===== config.mk =====
export PLATFORM = sky130hd
export DESIGN_NAME = xor_seq_ctrl_flat
export DESIGN_NICKNAME = d
export VERILOG_FILES = /design/src/rtl/xor_seq_pkg.sv /design/src/rtl/xor_seq_ctrl_if.sv /design/src/rtl/xor_hold_timer.sv /design/src/rtl/xor_seq_ctrl.sv /design/src/flat_wrapper.sv
export SDC_FILE = /design/constraint.sdc
export NUM_CORES = 1
export LEC_CHECK = 0
export ABC_CLOCK_PERIOD_IN_PS = 2500
export CAP_MARGIN = 20
export CORE_UTILIZATION = 60
export CTS_BUF_LIST = sky130_fd_sc_hd__clkbuf_2
export CTS_CLUSTER_DIAMETER = 40
export DETAILED_ROUTE_END_ITERATION = 7
export PLACE_DENSITY = 0.86
export SYNTH_ARGS = -nofsm -noshare
export SYNTH_HDL_FRONTEND = slang
export SYNTH_SLANG_ARGS = --single-unit

===== constraint.sdc =====
create_clock -name clk -period 2.5 [get_ports clk]
set_input_delay 0.75 -clock clk [delete_from_list [all_inputs] [get_ports clk]]
set_output_delay 0.75 -clock clk [all_outputs]
set_load 0.1 [all_outputs]

===== src/rtl/xor_seq_pkg.sv =====
// Shared definitions for the XOR gate sequencing controller: state encoding,
// vector count and hold-time limits.
package xor_seq_pkg;

    typedef enum logic [1:0] {
        IDLE   = 2'd0,
        DRIVE  = 2'd1,
        SAMPLE = 2'd2,
        DONE   = 2'd3
    } state_t;

    localparam int NUM_VEC      = 4;
    localparam int HOLD_DEFAULT = 4;
    localparam int HOLD_MIN     = 1;
    localparam int HOLD_MAX     = 255;

    // Reference behaviour of the gate under control for a packed {a,b} vector.
    function automatic logic expected_xor(input logic [1:0] ab);
        return ab[1] ^ ab[0];
    endfunction

endpackage


===== src/rtl/xor_seq_ctrl_if.sv =====
// Signal bundle between the controller and its host/gate side.
// The slave modport is the controller; master is the host driving start/abort and the gate returning f53.
interface xor_seq_ctrl_if;

    logic       start;
    logic       abort;
    logic       a;
    logic       b;
    logic       f53;
    logic       busy;
    logic       done;
    logic       pass;
    logic [2:0] err_cnt;
    logic [3:0] err_mask;

    modport master (
        output start, abort, f53,
        input  a, b, busy, done, pass, err_cnt, err_mask
    );

    modport slave (
        input  start, abort, f53,
        output a, b, busy, done, pass, err_cnt, err_mask
    );

endinterface


===== src/rtl/xor_hold_timer.sv =====
// Settling-time counter: counts while enabled and flags the last hold cycle (HOLD-1).
// HOLD is legal in 1..255 so the 8-bit counter never wraps before terminal count.
module xor_hold_timer
    import xor_seq_pkg::*;
#(
    parameter int HOLD = HOLD_DEFAULT
) (
    input  logic clk,
    input  logic rst,
    input  logic clear,
    input  logic enable,
    output logic tc
);

    localparam logic [7:0] LAST = 8'(HOLD - 1);

    logic [7:0] hcnt;

    always_ff @(posedge clk or posedge rst) begin
        if (rst) begin
            hcnt <= '0;
        end else if (clear) begin
            hcnt <= '0;
        end else if (enable) begin
            hcnt <= hcnt + 8'd1;
        end
    end

    assign tc = enable && (hcnt == LAST);

endmodule


===== src/rtl/xor_seq_ctrl.sv =====
// Steps an external XOR gate through all four input vectors, holds each for HOLD cycles,
// samples f53 once per vector and logs mismatches. All outputs are registered.
module xor_seq_ctrl
    import xor_seq_pkg::*;
#(
    parameter int HOLD = HOLD_DEFAULT
) (
    input  logic           clk,
    input  logic           rst,
    xor_seq_ctrl_if.slave  bus
);

    localparam logic [1:0] LAST_IDX = 2'(NUM_VEC - 1);
    localparam logic [2:0] MAX_ERR  = 3'(NUM_VEC);

    state_t     state, state_nxt;
    logic [1:0] idx, idx_nxt;
    logic       a_nxt, b_nxt, busy_nxt, done_nxt, pass_nxt;
    logic [2:0] err_cnt_nxt;
    logic [3:0] err_mask_nxt;
    logic       tc, timer_clear, timer_en, mismatch;

    assign timer_en    = (state == DRIVE);
    assign timer_clear = (state != DRIVE) || tc;
    assign mismatch    = (bus.f53 != expected_xor({bus.a, bus.b}));

    xor_hold_timer #(.HOLD(HOLD)) u_timer (
        .clk    (clk),
        .rst    (rst),
        .clear  (timer_clear),
        .enable (timer_en),
        .tc     (tc)
    );

    always_ff @(posedge clk or posedge rst) begin
        if (rst) begin
            state        <= IDLE;
            idx          <= '0;
            bus.a        <= 1'b0;
            bus.b        <= 1'b0;
            bus.busy     <= 1'b0;
            bus.done     <= 1'b0;
            bus.pass     <= 1'b0;
            bus.err_cnt  <= '0;
            bus.err_mask <= '0;
        end else begin
            state        <= state_nxt;
            idx          <= idx_nxt;
            bus.a        <= a_nxt;
            bus.b        <= b_nxt;
            bus.busy     <= busy_nxt;
            bus.done     <= done_nxt;
            bus.pass     <= pass_nxt;
            bus.err_cnt  <= err_cnt_nxt;
            bus.err_mask <= err_mask_nxt;
        end
    end

    always_comb begin
        state_nxt = state;
        case (state)
            IDLE:   if (bus.start) state_nxt = DRIVE;
            DRIVE:  if (bus.abort) state_nxt = IDLE;
                    else if (tc)   state_nxt = SAMPLE;
            SAMPLE: if (bus.abort)            state_nxt = IDLE;
                    else if (idx == LAST_IDX) state_nxt = DONE;
                    else                      state_nxt = DRIVE;
            DONE:   state_nxt = IDLE;
            default: state_nxt = IDLE;
        endcase
    end

    // done/pass lag the DONE state by one edge so pass sees the final compare.
    always_comb begin
        idx_nxt      = idx;
        a_nxt        = bus.a;
        b_nxt        = bus.b;
        done_nxt     = 1'b0;
        pass_nxt     = bus.pass;
        err_cnt_nxt  = bus.err_cnt;
        err_mask_nxt = bus.err_mask;
        busy_nxt     = (state_nxt == DRIVE) || (state_nxt == SAMPLE);
        case (state)
            IDLE: begin
                if (bus.start) begin
                    idx_nxt      = '0;
                    a_nxt        = 1'b0;
                    b_nxt        = 1'b0;
                    pass_nxt     = 1'b0;
                    err_cnt_nxt  = '0;
                    err_mask_nxt = '0;
                end
            end
            DRIVE: begin
                if (bus.abort) begin
                    a_nxt    = 1'b0;
                    b_nxt    = 1'b0;
                    pass_nxt = 1'b0;
                end
            end
            SAMPLE: begin
                if (bus.abort) begin
                    a_nxt    = 1'b0;
                    b_nxt    = 1'b0;
                    pass_nxt = 1'b0;
                end else begin
                    if (mismatch) begin
                        if (bus.err_cnt != MAX_ERR) err_cnt_nxt = bus.err_cnt + 3'd1;
                        err_mask_nxt[idx] = 1'b1;
                    end
                    if (idx != LAST_IDX) begin
                        idx_nxt        = idx + 2'd1;
                        {a_nxt, b_nxt} = idx + 2'd1;
                    end else begin
                        a_nxt = 1'b0;
                        b_nxt = 1'b0;
                    end
                end
            end
            DONE: begin
                done_nxt = 1'b1;
                pass_nxt = (bus.err_cnt == 3'd0);
            end
            default: ;
        endcase
    end

endmodule


===== src/flat_wrapper.sv =====
// flat-port wrapper written by rule: the top's interface ports become plain ports
module xor_seq_ctrl_flat import xor_seq_pkg::*;
#(
    parameter int HOLD = HOLD_DEFAULT
)
  (clk, rst, bus_start, bus_abort, bus_f53, bus_a, bus_b, bus_busy, bus_done, bus_pass, bus_err_cnt, bus_err_mask);
  xor_seq_ctrl_if bus_i ();
  input  logic clk;
  input  logic rst;
  input wire logic [$bits(bus_i.start)-1:0] bus_start;
  input wire logic [$bits(bus_i.abort)-1:0] bus_abort;
  input wire logic [$bits(bus_i.f53)-1:0] bus_f53;
  output wire logic [$bits(bus_i.a)-1:0] bus_a;
  output wire logic [$bits(bus_i.b)-1:0] bus_b;
  output wire logic [$bits(bus_i.busy)-1:0] bus_busy;
  output wire logic [$bits(bus_i.done)-1:0] bus_done;
  output wire logic [$bits(bus_i.pass)-1:0] bus_pass;
  output wire logic [$bits(bus_i.err_cnt)-1:0] bus_err_cnt;
  output wire logic [$bits(bus_i.err_mask)-1:0] bus_err_mask;
  assign bus_i.start = bus_start;
  assign bus_i.abort = bus_abort;
  assign bus_i.f53 = bus_f53;
  assign bus_a = bus_i.a;
  assign bus_b = bus_i.b;
  assign bus_busy = bus_i.busy;
  assign bus_done = bus_i.done;
  assign bus_pass = bus_i.pass;
  assign bus_err_cnt = bus_i.err_cnt;
  assign bus_err_mask = bus_i.err_mask;
  xor_seq_ctrl #(.HOLD(HOLD)) u_core (.clk(clk), .rst(rst), .bus(bus_i));
endmodule

==> summary.md <==
| Metric | Value |
|---|---|
| Status | `finished, final reports clean` |
| Clock latency on the worst-skew pair | `0.32 ns` |
| Die ar. | `2379 um^2` |
| Sequential element share of the synthesized area | `45.76%` |
| Synth Flop Type | `dfrtp_1` |
| DR vias | `950` |
| Worst vdd ir | `0.8838 mV` |
| Critical path startpoint category | `register` |
| Clock skew | `0.002702 ns` |
| Post-layout util | `74.63%` |
| Rows | `16` |
| Final period utilization | `87.41%` |
| Async set-or-reset flop fraction in the synthesized netlist | `100.0%` |
| Crit Path Class | `register to register` |
| Post-CTS Setup Bufs | `0` |
| Endpoints failing setup | `0` |
| DRT Wirelength | `2345 um` |
| GPL Wtd Cong | `0.7860` |
| Synth top area cells | `dfrtp_1 (46%), ha_1 (10%), a22o_1 (3.3%)` |
| Avg WL per Cell | `13.96 um` |
| Largest net degree at the start of global routing | `25` |
| Core ar. | `2002 um^2` |
| DR iter-0 viols | `12` |
| Initial antenna violation count | `0` |
| I/O pin count | `17` |
| Initial DRT Pass Iterations | `4` |
| GRT Resource Usage Total | `23.38%` |
| Hold bufs inserted after CTS | `0` |
| Total grt overflow | `0` |
| Pins Over Slew Limit | `0` |
| Clock Tree Buf Depth | `2` |
| Area share of the largest cell type after synthesis | `45.76%` |
| Final ANT Viol Nets | `0` |
| Slew @ Worst Pin | `0.4965 ns` |
| Lkg Pwr | `0.7176 nW` |
| Antenna Cells | `0` |
| Max Cap Viol | `0` |
| Post-CTS Resized | `0` |
| First-pass GRT wire length | `4257 um` |
| Vias per std cell | `5.655` |
| Cell taking the most area after synthesis | `dfrtp_1` |
| PortBufs | `16` |
| HP Class | `register to register` |
| Setup tns final | `0 ns` |
| Syn_nets | `138` |
| Cell Pwr Density | `767.2 nW/um^2` |
| Post-Syn Area | `1313 um^2` |
| Synth Instances | `122` |
| CP arrival | `2.47 ns` |
| Post-DP HPWL | `1809 um` |
| Avg Synthesized Cell Area | `10.76 um^2` |
| Starting Density | `65.56%` |
| #FFs+latches synth | `24` |
| Sink Count | `24` |
| # DRC | `0` |
| CP required | `2.79 ns` |
| RSZ-0062 raised after global routing | `false` |
| H-tree depth | `1` |
| Final Hold Vio Count | `0` |
| Tmin final | `2.185 ns` |
| Share of cells above drive strength 1 | `14.89%` |
| Worst Path Max Fanout | `15` |
| CTS tree | `built` |
| FMAX | `0.4576 GHz` |
| Synth unique cells | `40` |
| DIE WIDTH | `48.77 um` |
| TritonCTS buffer count | `3` |
| Number of nets in the layout | `159` |
| Clock transition at path regs | `0.20 ns` |
| Relative slew slack | `66.05%` |
| Area delta synth->final | `13.82%` |
| Vias in the first global route | `966` |
| Worst Setup End Kind | `register` |
| Die Y | `48.77 um` |
| Flop-to-flop setup slack | `0.31 ns` |
| Yosys Warn Count | `0` |
| Number of synthesized flops with an enable pin | `0` |
| Root Buffer | `clkbuf_2` |
| Hold slack | `0.4944 ns` |
[layout by cell type, fill, tap and decap left out, drive strengths merged, types with 4 or more instances in the layout]
cell,count
a22o,5
nand3,5
clkdlybuf4s50,4
dfrtp,24
buf,13
inv,9
ha,11
nor2b,4
o21ai,5
xor2,4
nand2,8
nor2,6
a21oi,4
[stage by stage]
step                cells  setup WS (ns)  power [W]  area (um^2)
floorplan             122         0.2819  0.0008980         1313
global placement      165         0.1962  0.0009960         1479
detailed placement    165        0.09647   0.001014         1479
CTS                   168         0.3101   0.001151         1494
global route          168        0.05635   0.001215         1494
finish                168         0.3148   0.001146         1494
[cell families (layout without fill, tap and decap cells)]
kind of cell,count (synthesis),count (layout),share of synthesized area [%]
and+or+nand+nor,41,41,16.78
buffers and inverters,10,29,2.955
xor gates and xnor gates,8,8,6.482
AOI/OAI and AO/OA,27,27,16.68
adders and majority gates,11,11,10.49
muxes,1,1,0.8579
DFF,24,24,45.76
[state kept, by name (all words and copies together), names as in the netlist]
register	count
u_core.bus.err_mask	4
u_core.bus.pass	1
u_core.bus.done	1
u_core.bus.err_cnt	3
u_core.idx	2
u_core.bus.busy	1
u_core.state	2
u_core.bus.b	1
u_core.bus.a	1
u_core.u_timer.hcnt	8
[synth_stat cells, drive strengths merged, types with 2 or more instances]
cell    count
ha         11
nor2        6
o21a        2
and3        3
nor2b       4
and2        3
dfrtp      24
xor2        4
nand3       5
nand2       8
inv         9
nor3        3
a22o        5
nand2b      2
o21ai       5
a21oi       4
xnor2       3
[final timing paths]
kind	from	endpoint	cells past startpoint
max	u_core.state[0]$_DFF_PP0_	u_core.bus.err_cnt[2]$_DFFE_PP0P_	6
max reg2reg	u_core.state[0]$_DFF_PP0_	u_core.bus.err_cnt[2]$_DFFE_PP0P_	6
min reg2reg	u_core.u_timer.hcnt[0]$_DFFE_PP0P_	u_core.u_timer.hcnt[0]$_DFFE_PP0P_	1
max in group asynchronous	rst	u_core.state[1]$_DFF_PP0_	3
min	u_core.u_timer.hcnt[0]$_DFFE_PP0P_	u_core.u_timer.hcnt[0]$_DFFE_PP0P_	1
min in group asynchronous	rst	u_core.idx[0]$_DFFE_PP0P_	3
[area by class of cell]
type	count	area [um^2]
Multi-Input combinational cell	88	673.1
Sequential cell	24	600.6
Fill cell	154	508.0
Timing Repair Buffer	17	137.6
Inverter	9	33.78
Tap cell	27	33.78
Clock buffer	3	15.01
[routing by layer]
metal	share of wire [%]	up-vias	global-route usage [%]	routed length, um
met5	0	-	0	0
met4	2.5	0	10.29	59
li1	-	473	-	-
met1	48	445	31.60	1130
met2	46	26	37.73	1080
met3	3.2	6	3.115	75
[worst max-delay path: stages, from the launching register on]
cell,delay (ns)
dfrtp_1,0.47
inv_1,0.11
ha_1,0.49
nand2b_1,0.24
a21o_1,0.27
a2111oi_0,0.42
o21a_1,0.16
[power by group]
group          switching (W)  total, W  internal [W]  leakage [nW]
Sequential         0.0000396  0.000477      0.000437         0.326
Clock               0.000106  0.000139     0.0000327        0.0125
Combinational       0.000357  0.000530      0.000173         0.379
(Power assumes the default switching activity.)
